[src/rtl/rail_sequencer_pkg.sv]
// Shared state encoding and helpers for the rail sequencer.
// The board top decodes state for LEDs, so it imports this package too.
package rail_sequencer_pkg;

    localparam int STATE_W = 4;

    localparam logic [3:0] ST_OFF       = 4'd0;
    localparam logic [3:0] ST_RAMP_UP   = 4'd1;
    localparam logic [3:0] ST_SETTLE    = 4'd2;
    localparam logic [3:0] ST_ON        = 4'd3;
    localparam logic [3:0] ST_RAMP_DOWN = 4'd4;
    localparam logic [3:0] ST_FAULT     = 4'd5;

    // Index of the lowest set bit; 0 when nothing is set.
    function automatic logic [3:0] lowest_set(input logic [15:0] v);
        logic [3:0] r;
        r = 4'd0;
        for (int i = 15; i >= 0; i--) begin
            if (v[i]) r = 4'(i);
        end
        return r;
    endfunction

endpackage

[src/rtl/rail_sequencer_pg_filter.sv]
// One rail's power-good path: 2-flop synchroniser followed by a debounce that
// accepts a new level only after PG_FILTER consecutive differing samples.
module rail_pg_filter #(
    parameter int PG_FILTER = 8
) (
    input  logic clk_i,
    input  logic rst_i,
    input  logic pg_i,
    output logic fpg_o
);
    localparam int CNT_W = (PG_FILTER > 1) ? $clog2(PG_FILTER) : 1;
    localparam logic [CNT_W-1:0] CNT_LAST = CNT_W'(PG_FILTER - 1);

    logic             sync1_q, sync2_q, fpg_q;
    logic [CNT_W-1:0] cnt_q;

    always_ff @(posedge clk_i) begin
        if (rst_i) begin
            sync1_q <= 1'b0;
            sync2_q <= 1'b0;
            fpg_q   <= 1'b0;
            cnt_q   <= '0;
        end else begin
            sync1_q <= pg_i;
            sync2_q <= sync1_q;
            // cnt_q counts how many differing samples preceded this one
            if (sync2_q == fpg_q) begin
                cnt_q <= '0;
            end else if (cnt_q == CNT_LAST) begin
                fpg_q <= sync2_q;
                cnt_q <= '0;
            end else begin
                cnt_q <= cnt_q + 1'b1;
            end
        end
    end

    assign fpg_o = fpg_q;

endmodule

[src/rtl/rail_sequencer.sv]
// N-rail power sequencer: ordered power-up with settle, reverse power-down,
// immediate full shutdown on pg loss or ramp timeout. Define RAIL_SEQ_RETRY_EN for auto-retry.
module rail_sequencer
    import rail_sequencer_pkg::*;
#(
    parameter int NUM_RAILS   = 4,
    parameter int TIMER_W     = 16,
    parameter int PG_FILTER   = 8,
    parameter int PG_TIMEOUT  = 4000,
    parameter int SETTLE      = 400,
    parameter int OFF_DELAY   = 400,
    parameter int RETRY_DELAY = 40000,
    parameter int MAX_RETRIES = 3
) (
    input  logic                 sysclk,
    input  logic                 reset,
    input  logic                 enable,
    input  logic [NUM_RAILS-1:0] pg,
    output logic [NUM_RAILS-1:0] en,
    output logic                 all_good,
    output logic                 fault,
    output logic [3:0]           fault_rail,
    output logic [STATE_W-1:0]   state
);
    localparam int STEP_W = (NUM_RAILS > 1) ? $clog2(NUM_RAILS) : 1;
    localparam logic [STEP_W-1:0]  LAST_STEP = STEP_W'(NUM_RAILS - 1);
    localparam logic [TIMER_W-1:0] T_TIMEOUT = TIMER_W'(PG_TIMEOUT - 1);
    localparam logic [TIMER_W-1:0] T_SETTLE  = TIMER_W'(SETTLE - 1);
    localparam logic [TIMER_W-1:0] T_OFF     = TIMER_W'(OFF_DELAY - 1);

    logic [STATE_W-1:0]   state_q, state_d;
    logic [STEP_W-1:0]    step_q, step_d, step_inc, step_dec;
    logic [TIMER_W-1:0]   timer_q, timer_d, timer_inc;
    logic [NUM_RAILS-1:0] en_q, en_d, fpg, accepted, failing;
    logic                 fault_q, fault_d;
    logic [3:0]           fault_rail_q, fault_rail_d;

`ifdef RAIL_SEQ_RETRY_EN
    localparam int RETRY_W = (MAX_RETRIES > 0) ? $clog2(MAX_RETRIES + 1) : 1;
    localparam logic [TIMER_W-1:0] T_RETRY   = TIMER_W'(RETRY_DELAY - 1);
    localparam logic [RETRY_W-1:0] RETRY_MAX = RETRY_W'(MAX_RETRIES);
    logic [RETRY_W-1:0] retries_q, retries_d;
`else
    logic unused_retry_cfg;
    assign unused_retry_cfg = ^{32'(RETRY_DELAY), 32'(MAX_RETRIES)};
`endif

    for (genvar i = 0; i < NUM_RAILS; i++) begin : g_pg
        rail_pg_filter #(.PG_FILTER(PG_FILTER)) u_filt (
            .clk_i (sysclk),
            .rst_i (reset),
            .pg_i  (pg[i]),
            .fpg_o (fpg[i])
        );
    end

    // Rails whose pg has already been accepted and must stay good.
    always_comb begin
        accepted = '0;
        for (int j = 0; j < NUM_RAILS; j++) begin
            if (state_q == ST_ON)
                accepted[j] = 1'b1;
            else if (state_q == ST_SETTLE && j <= int'(step_q))
                accepted[j] = 1'b1;
            else if (state_q == ST_RAMP_UP && j < int'(step_q))
                accepted[j] = 1'b1;
        end
    end

    assign failing   = accepted & ~fpg;
    assign step_inc  = step_q + 1'b1;
    assign step_dec  = step_q - 1'b1;
    assign timer_inc = (&timer_q) ? timer_q : timer_q + 1'b1;

    always_comb begin
        state_d      = state_q;
        step_d       = step_q;
        timer_d      = timer_inc;
        en_d         = en_q;
        fault_d      = fault_q;
        fault_rail_d = fault_rail_q;
`ifdef RAIL_SEQ_RETRY_EN
        retries_d    = retries_q;
`endif
        case (state_q)
            ST_OFF: begin
                timer_d = '0;
                if (enable) begin
                    en_d    = NUM_RAILS'(1);
                    step_d  = '0;
                    state_d = ST_RAMP_UP;
                end else begin
                    fault_d = 1'b0;
                end
            end
            ST_RAMP_UP, ST_SETTLE, ST_ON: begin
                if (|failing) begin
                    state_d      = ST_FAULT;
                    en_d         = '0;
                    fault_d      = 1'b1;
                    fault_rail_d = lowest_set(16'(failing));
                    timer_d      = '0;
                end else if (!enable) begin
                    state_d      = ST_RAMP_DOWN;
                    en_d[step_q] = 1'b0;
                    timer_d      = '0;
                end else if (state_q == ST_RAMP_UP) begin
                    if (fpg[step_q]) begin
                        state_d = ST_SETTLE;
                        timer_d = '0;
                    end else if (timer_q == T_TIMEOUT) begin
                        state_d      = ST_FAULT;
                        en_d         = '0;
                        fault_d      = 1'b1;
                        fault_rail_d = 4'(step_q);
                        timer_d      = '0;
                    end
                end else if (state_q == ST_SETTLE && timer_q == T_SETTLE) begin
                    timer_d = '0;
                    if (step_q == LAST_STEP) begin
                        state_d   = ST_ON;
                        fault_d   = 1'b0;
`ifdef RAIL_SEQ_RETRY_EN
                        retries_d = '0;
`endif
                    end else begin
                        step_d         = step_inc;
                        en_d[step_inc] = 1'b1;
                        state_d        = ST_RAMP_UP;
                    end
                end
            end
            ST_RAMP_DOWN: begin
                if (timer_q == T_OFF) begin
                    timer_d = '0;
                    if (step_q == '0) begin
                        state_d = ST_OFF;
                    end else begin
                        step_d         = step_dec;
                        en_d[step_dec] = 1'b0;
                    end
                end
            end
            ST_FAULT: begin
                en_d = '0;
                if (!enable) begin
                    state_d = ST_OFF;
                    fault_d = 1'b0;
                    timer_d = '0;
                end
`ifdef RAIL_SEQ_RETRY_EN
                else if (timer_q == T_RETRY && retries_q < RETRY_MAX) begin
                    retries_d = retries_q + 1'b1;
                    state_d   = ST_OFF;
                    timer_d   = '0;
                end
`endif
            end
            default: begin
                state_d = ST_OFF;
                en_d    = '0;
            end
        endcase
`ifdef RAIL_SEQ_RETRY_EN
        if (!enable) retries_d = '0;
`endif
    end

    always_ff @(posedge sysclk) begin
        if (reset) begin
            state_q      <= ST_OFF;
            step_q       <= '0;
            timer_q      <= '0;
            en_q         <= '0;
            fault_q      <= 1'b0;
            fault_rail_q <= 4'd0;
`ifdef RAIL_SEQ_RETRY_EN
            retries_q    <= '0;
`endif
        end else begin
            state_q      <= state_d;
            step_q       <= step_d;
            timer_q      <= timer_d;
            en_q         <= en_d;
            fault_q      <= fault_d;
            fault_rail_q <= fault_rail_d;
`ifdef RAIL_SEQ_RETRY_EN
            retries_q    <= retries_d;
`endif
        end
    end

    assign en         = en_q;
    assign all_good   = (state_q == ST_ON);
    assign fault      = fault_q;
    assign fault_rail = fault_rail_q;
    assign state      = state_q;

endmodule

[config.mk]
export PLATFORM = sky130hd
export DESIGN_NAME = rail_sequencer
export DESIGN_NICKNAME = d
export VERILOG_FILES = /design/src/rtl/rail_sequencer_pkg.sv /design/src/rtl/rail_sequencer_pg_filter.sv /design/src/rtl/rail_sequencer.sv
export SDC_FILE = /design/constraint.sdc
export NUM_CORES = 1
export LEC_CHECK = 0
export ABC_AREA = 0
export CAP_MARGIN = 0
export CORE_UTILIZATION = 25
export CTS_BUF_LIST = sky130_fd_sc_hd__clkbuf_4
export CTS_CLUSTER_DIAMETER = 60
export CTS_CLUSTER_SIZE = 25
export DETAILED_ROUTE_END_ITERATION = 12
export PLACE_DENSITY_LB_ADDON = 0.15
export SYNTH_ARGS = -nofsm -noshare
export SYNTH_HDL_FRONTEND = slang
export SYNTH_HIERARCHICAL = 1
export SYNTH_SLANG_ARGS = --single-unit
[constraint.sdc]
create_clock -name sysclk -period 2.6 [get_ports sysclk]
set_clock_uncertainty 0.05 [all_clocks]
set_input_delay 0.39 -clock sysclk [delete_from_list [all_inputs] [get_ports sysclk]]
set_output_delay 0.39 -clock sysclk [all_outputs]
set_load 0.005 [all_outputs]
==> metrics.md <==
| Metric | Value |
|---|---|
| Max Freq | 409.9 MHz |
| Starting density of the core | 26.18% |
| Compound-Gate Fraction of Synth Area | between 10% and 20% |
| DRC | 0 |
| CP startpoint kind | flip-flop |
| Reg area | 0.001042 mm^2 |
| Nets | 364 |
| Worst-path clk slew | ~0.19 ns |
| First-pass GRT wire length | 11.34 mm |
| Simple-gate share of the synthesized area | between 20% and 30% |
| Vias | 2350 |
| Main combinational cell family by area after synthesis | simple AND/OR/NAND/NOR gates |
| Vias in the first global route | ~2300 |
| Layout fillers | 1172 |
| # IOs | 21 |
| DIE AREA | 0.01204 mm^2 |
| Global placer's final weighted congestion | between 0.7 and 0.8 |
| CTS max path bufs | 2 |
| Total grt overflow | 0 |
| Die Span X | ~110 um |
| Clock sink count | 52 |
| Fin. Hold Viols | 0 |
| Critical Path RT | 2.85 ns |
| Worst-path maximum fanout | 10 |
| Clock group share of total power | 17.6% |
| Finished Layout Cells | between 400 and 500 |
| Peak VDD IR | 0.3879 mV |
| Avg Cell Area, Syn | 9.386 um^2 |
| Setup TNS | 0 ns |
| Share of cells above drive strength 1 | 16.91% |
| Drt initial violations | 50 |
| Synth Cell Area | 0.002900 mm^2 |
| Outcome | finished, final reports clean |
| Finish-stage setup viols | 0 |
| Final worst-path cycle share | roughly 94% |
| Power per standard cell area | between 700 and 800 mW/mm^2 |
| RSZ-0062 raised after global routing | false |
| Finished Core Util | 30.95% |
| Synth top area share | a little over a third |
| Final HPWL from detailed placement | 5.074 mm |
| GRT Total Usage | 12.22% |
| Largest net degree at the start of global routing | 20 |
| Main area contributors after synthesis | dfxtp_1 (36%), ha_1 (6.5%), nor2_4 (3.5%) |
| Post-synthesis cell type count | between 60 and 70 |
| Internal | 1.468 mW |
| Worst EP arrival | approximately 2.7 ns |
| Adder-cell share of the synthesized area | under 10% |
| WL final | about 6.7 mm |
| Psw | 0.9755 mW |
| Logic pwr share | 44.4% |
| Max-cap viol count | 0 |
| Antenna violations before repair | 0 |
| Hold-fix buffers, CTS | 0 |
| Post-Place Cells | 475 |
| Vias per inst | 4.865 |
| Drt wl/cell | 13.81 um |
| Clock latency on the worst-skew pair | 0.40 ns |
| Worst-Margin Slew | 0.4924 ns |
| Crit path kind | reg2reg |
| Most frequent cells in the layout | dfxtp_1 (51), nor2_1 (23), buf_4 (20) |
| Switch share | 39.92% |
| Ant diodes | 0 |
| Core Region | roughly 0.011 mm^2 |
| Part of the power in registers | 38.0% |
| First-pass detailed-route iteration total | 4 |
| Area Overhead vs Synth | 18.21% |
| CTS tree | done |
| Die height | 109.7 um |
| Number of port buffers | 17 |
| Cell Rows | 38 |
| Post-synthesis mux area share | 3.926% |
| Flops & latches, synth | 52 |
| Commonest non-fill, non-tap cell in the layout | dfxtp_1 |
| Count of pins over their slew limit | 0 |
| Asr flop ratio synth | 0% |
| Sequential fraction of the synthesis area | 35.89% |
| Clock Tree Root | clkbuf_4 |
| Number of routed nets with antenna violations | 0 |
| Dominant synthesized flop cell | dfxtp_1 |
| Number of synthesized flops with an enable pin | 0 |
| CTS H-Tree Depth | 2 |
| XOR/XNOR share of the synthesized area | 4.832% |
| Biggest area consumer among synthesized cells | dfxtp_1 |
| HP Class | reg2reg |
| Static leakage | 1.204 nW |
| Number of synthesis warnings | 6 |
| Rel. slew slack | 66.87% |
| Syn Inst Count | 309 |
| Area occupied by multi-input gates | between 0.0015 and 0.002 mm^2 |
| Fin crit period | 2.440 ns |
| CTS Buf Count | 5 |
| Setup crit end kind | flip-flop |
-- cells by family after synthesis --
| group | after synthesis |
|---|---|
| buffers and inverters | 21 |
| adders and majority gates | 15 |
| xor gates and xnor gates | 16 |
| muxes | 10 |
| AOI/OAI and AO/OA | 57 |
| DFF | 52 |
| and+or+nand+nor | 137 |
| other | 1 |
-- registers in the layout (all words and copies together) (netlist names) --
signal               count
timer_q                 16
g_pg.u_filt/sync1_q      4
g_pg.u_filt/fpg_o        4
fault_rail               2
en                       4
step_q                   2
state                    3
g_pg.u_filt/sync2_q      4
g_pg.u_filt/cnt_q       12
fault                    1
-- synthesized netlist by cell type, drive strengths merged (7+ instances only) --
cell and instances:
dfxtp 52, inv 7, buf 10, nor4b 10, nand3 7, nor3 16, nor2b 12, a21oi 12
xor2 9, xnor2 7, mux2i 8, nor2 33, ha 15, o21ai 11, nand2 17
-- cell type report --
type | instances | area share (%)
clock buffer | 5 | 1.095
clock inverter | 3 | 0.8394
inverter | 7 | 0.7664
multi-input combinational | 238 | 51.86
sequential | 52 | 30.40
tap | 140 | 5.109
timing repair buffer | 38 | 9.927
-- per-stage QoR --
| step | setup slack, ns | area (um^2) | hold WS (ns) | power, mW |
|---|---|---|---|---|
| after global placement | 0.1537 | 3343 | 0.3678 | 2.025 |
| final | 0.1602 | 3428 | 0.3887 | 2.443 |
| after CTS | 0.07849 | 3410 | 0.3919 | 2.458 |
| after floorplan | 0.3423 | 2908 | 0.3548 | 1.660 |
| after global routing | 0.004795 | 3428 | 0.3901 | 2.620 |
| after detailed placement | 0.1022 | 3343 | 0.3691 | 2.015 |
-- critical path: stages, from the launching register on --
cell and delay (ns):
dfxtp_1 0.51, inv_1 0.09, buf_4 0.15, ha_1 0.22
nor2b_1 0.15, o221ai_2 0.15, nand4_4 0.19, a21oi_4 0.06
o21ai_4 0.43, buf_4 0.27, nor2_4 0.05
-- routing by layer --
layer | track usage, % | up-vias | wire (um)
li1 | - | 1194 | -
met1 | 16.21 | 1120 | 3339
met2 | 19.95 | 28 | 3058
met3 | 2.312 | 8 | 166
met4 | 3.810 | 0 | 104
met5 | 0 | - | 0
-- power groups by stage --
stage          sequential [mW]  combinational, mW  clock (mW)
2_1_floorplan            0.933              0.727           0
3_5_place_dp             0.946               1.07           0
3_3_place_gp             0.949               1.08           0
5_1_grt                  0.941               1.19       0.486
6_report                 0.928               1.08       0.431
4_1_cts                  0.929               1.07       0.456
-- path summary, 6_finish.rpt --
path              depth (start not counted)  slack [ns]                      end               startpoint
setup / recovery                         10        0.16               timer_q[6]                step_q[0]
hold / removal                            1        0.39  g_pg[3].u_filt/cnt_q[0]  g_pg[3].u_filt/cnt_q[0]
setup reg to reg                         10        0.16               timer_q[6]                step_q[0]
hold reg to reg                           1        0.39  g_pg[3].u_filt/cnt_q[0]  g_pg[3].u_filt/cnt_q[0]
-- what timing repair did --
action,in CTS,in global routing
endpoints found under the setup margin,0,9
gates resized for setup,0,3
setup buffers,0,0
Note: power is estimated with default switching activity, not from simulation.
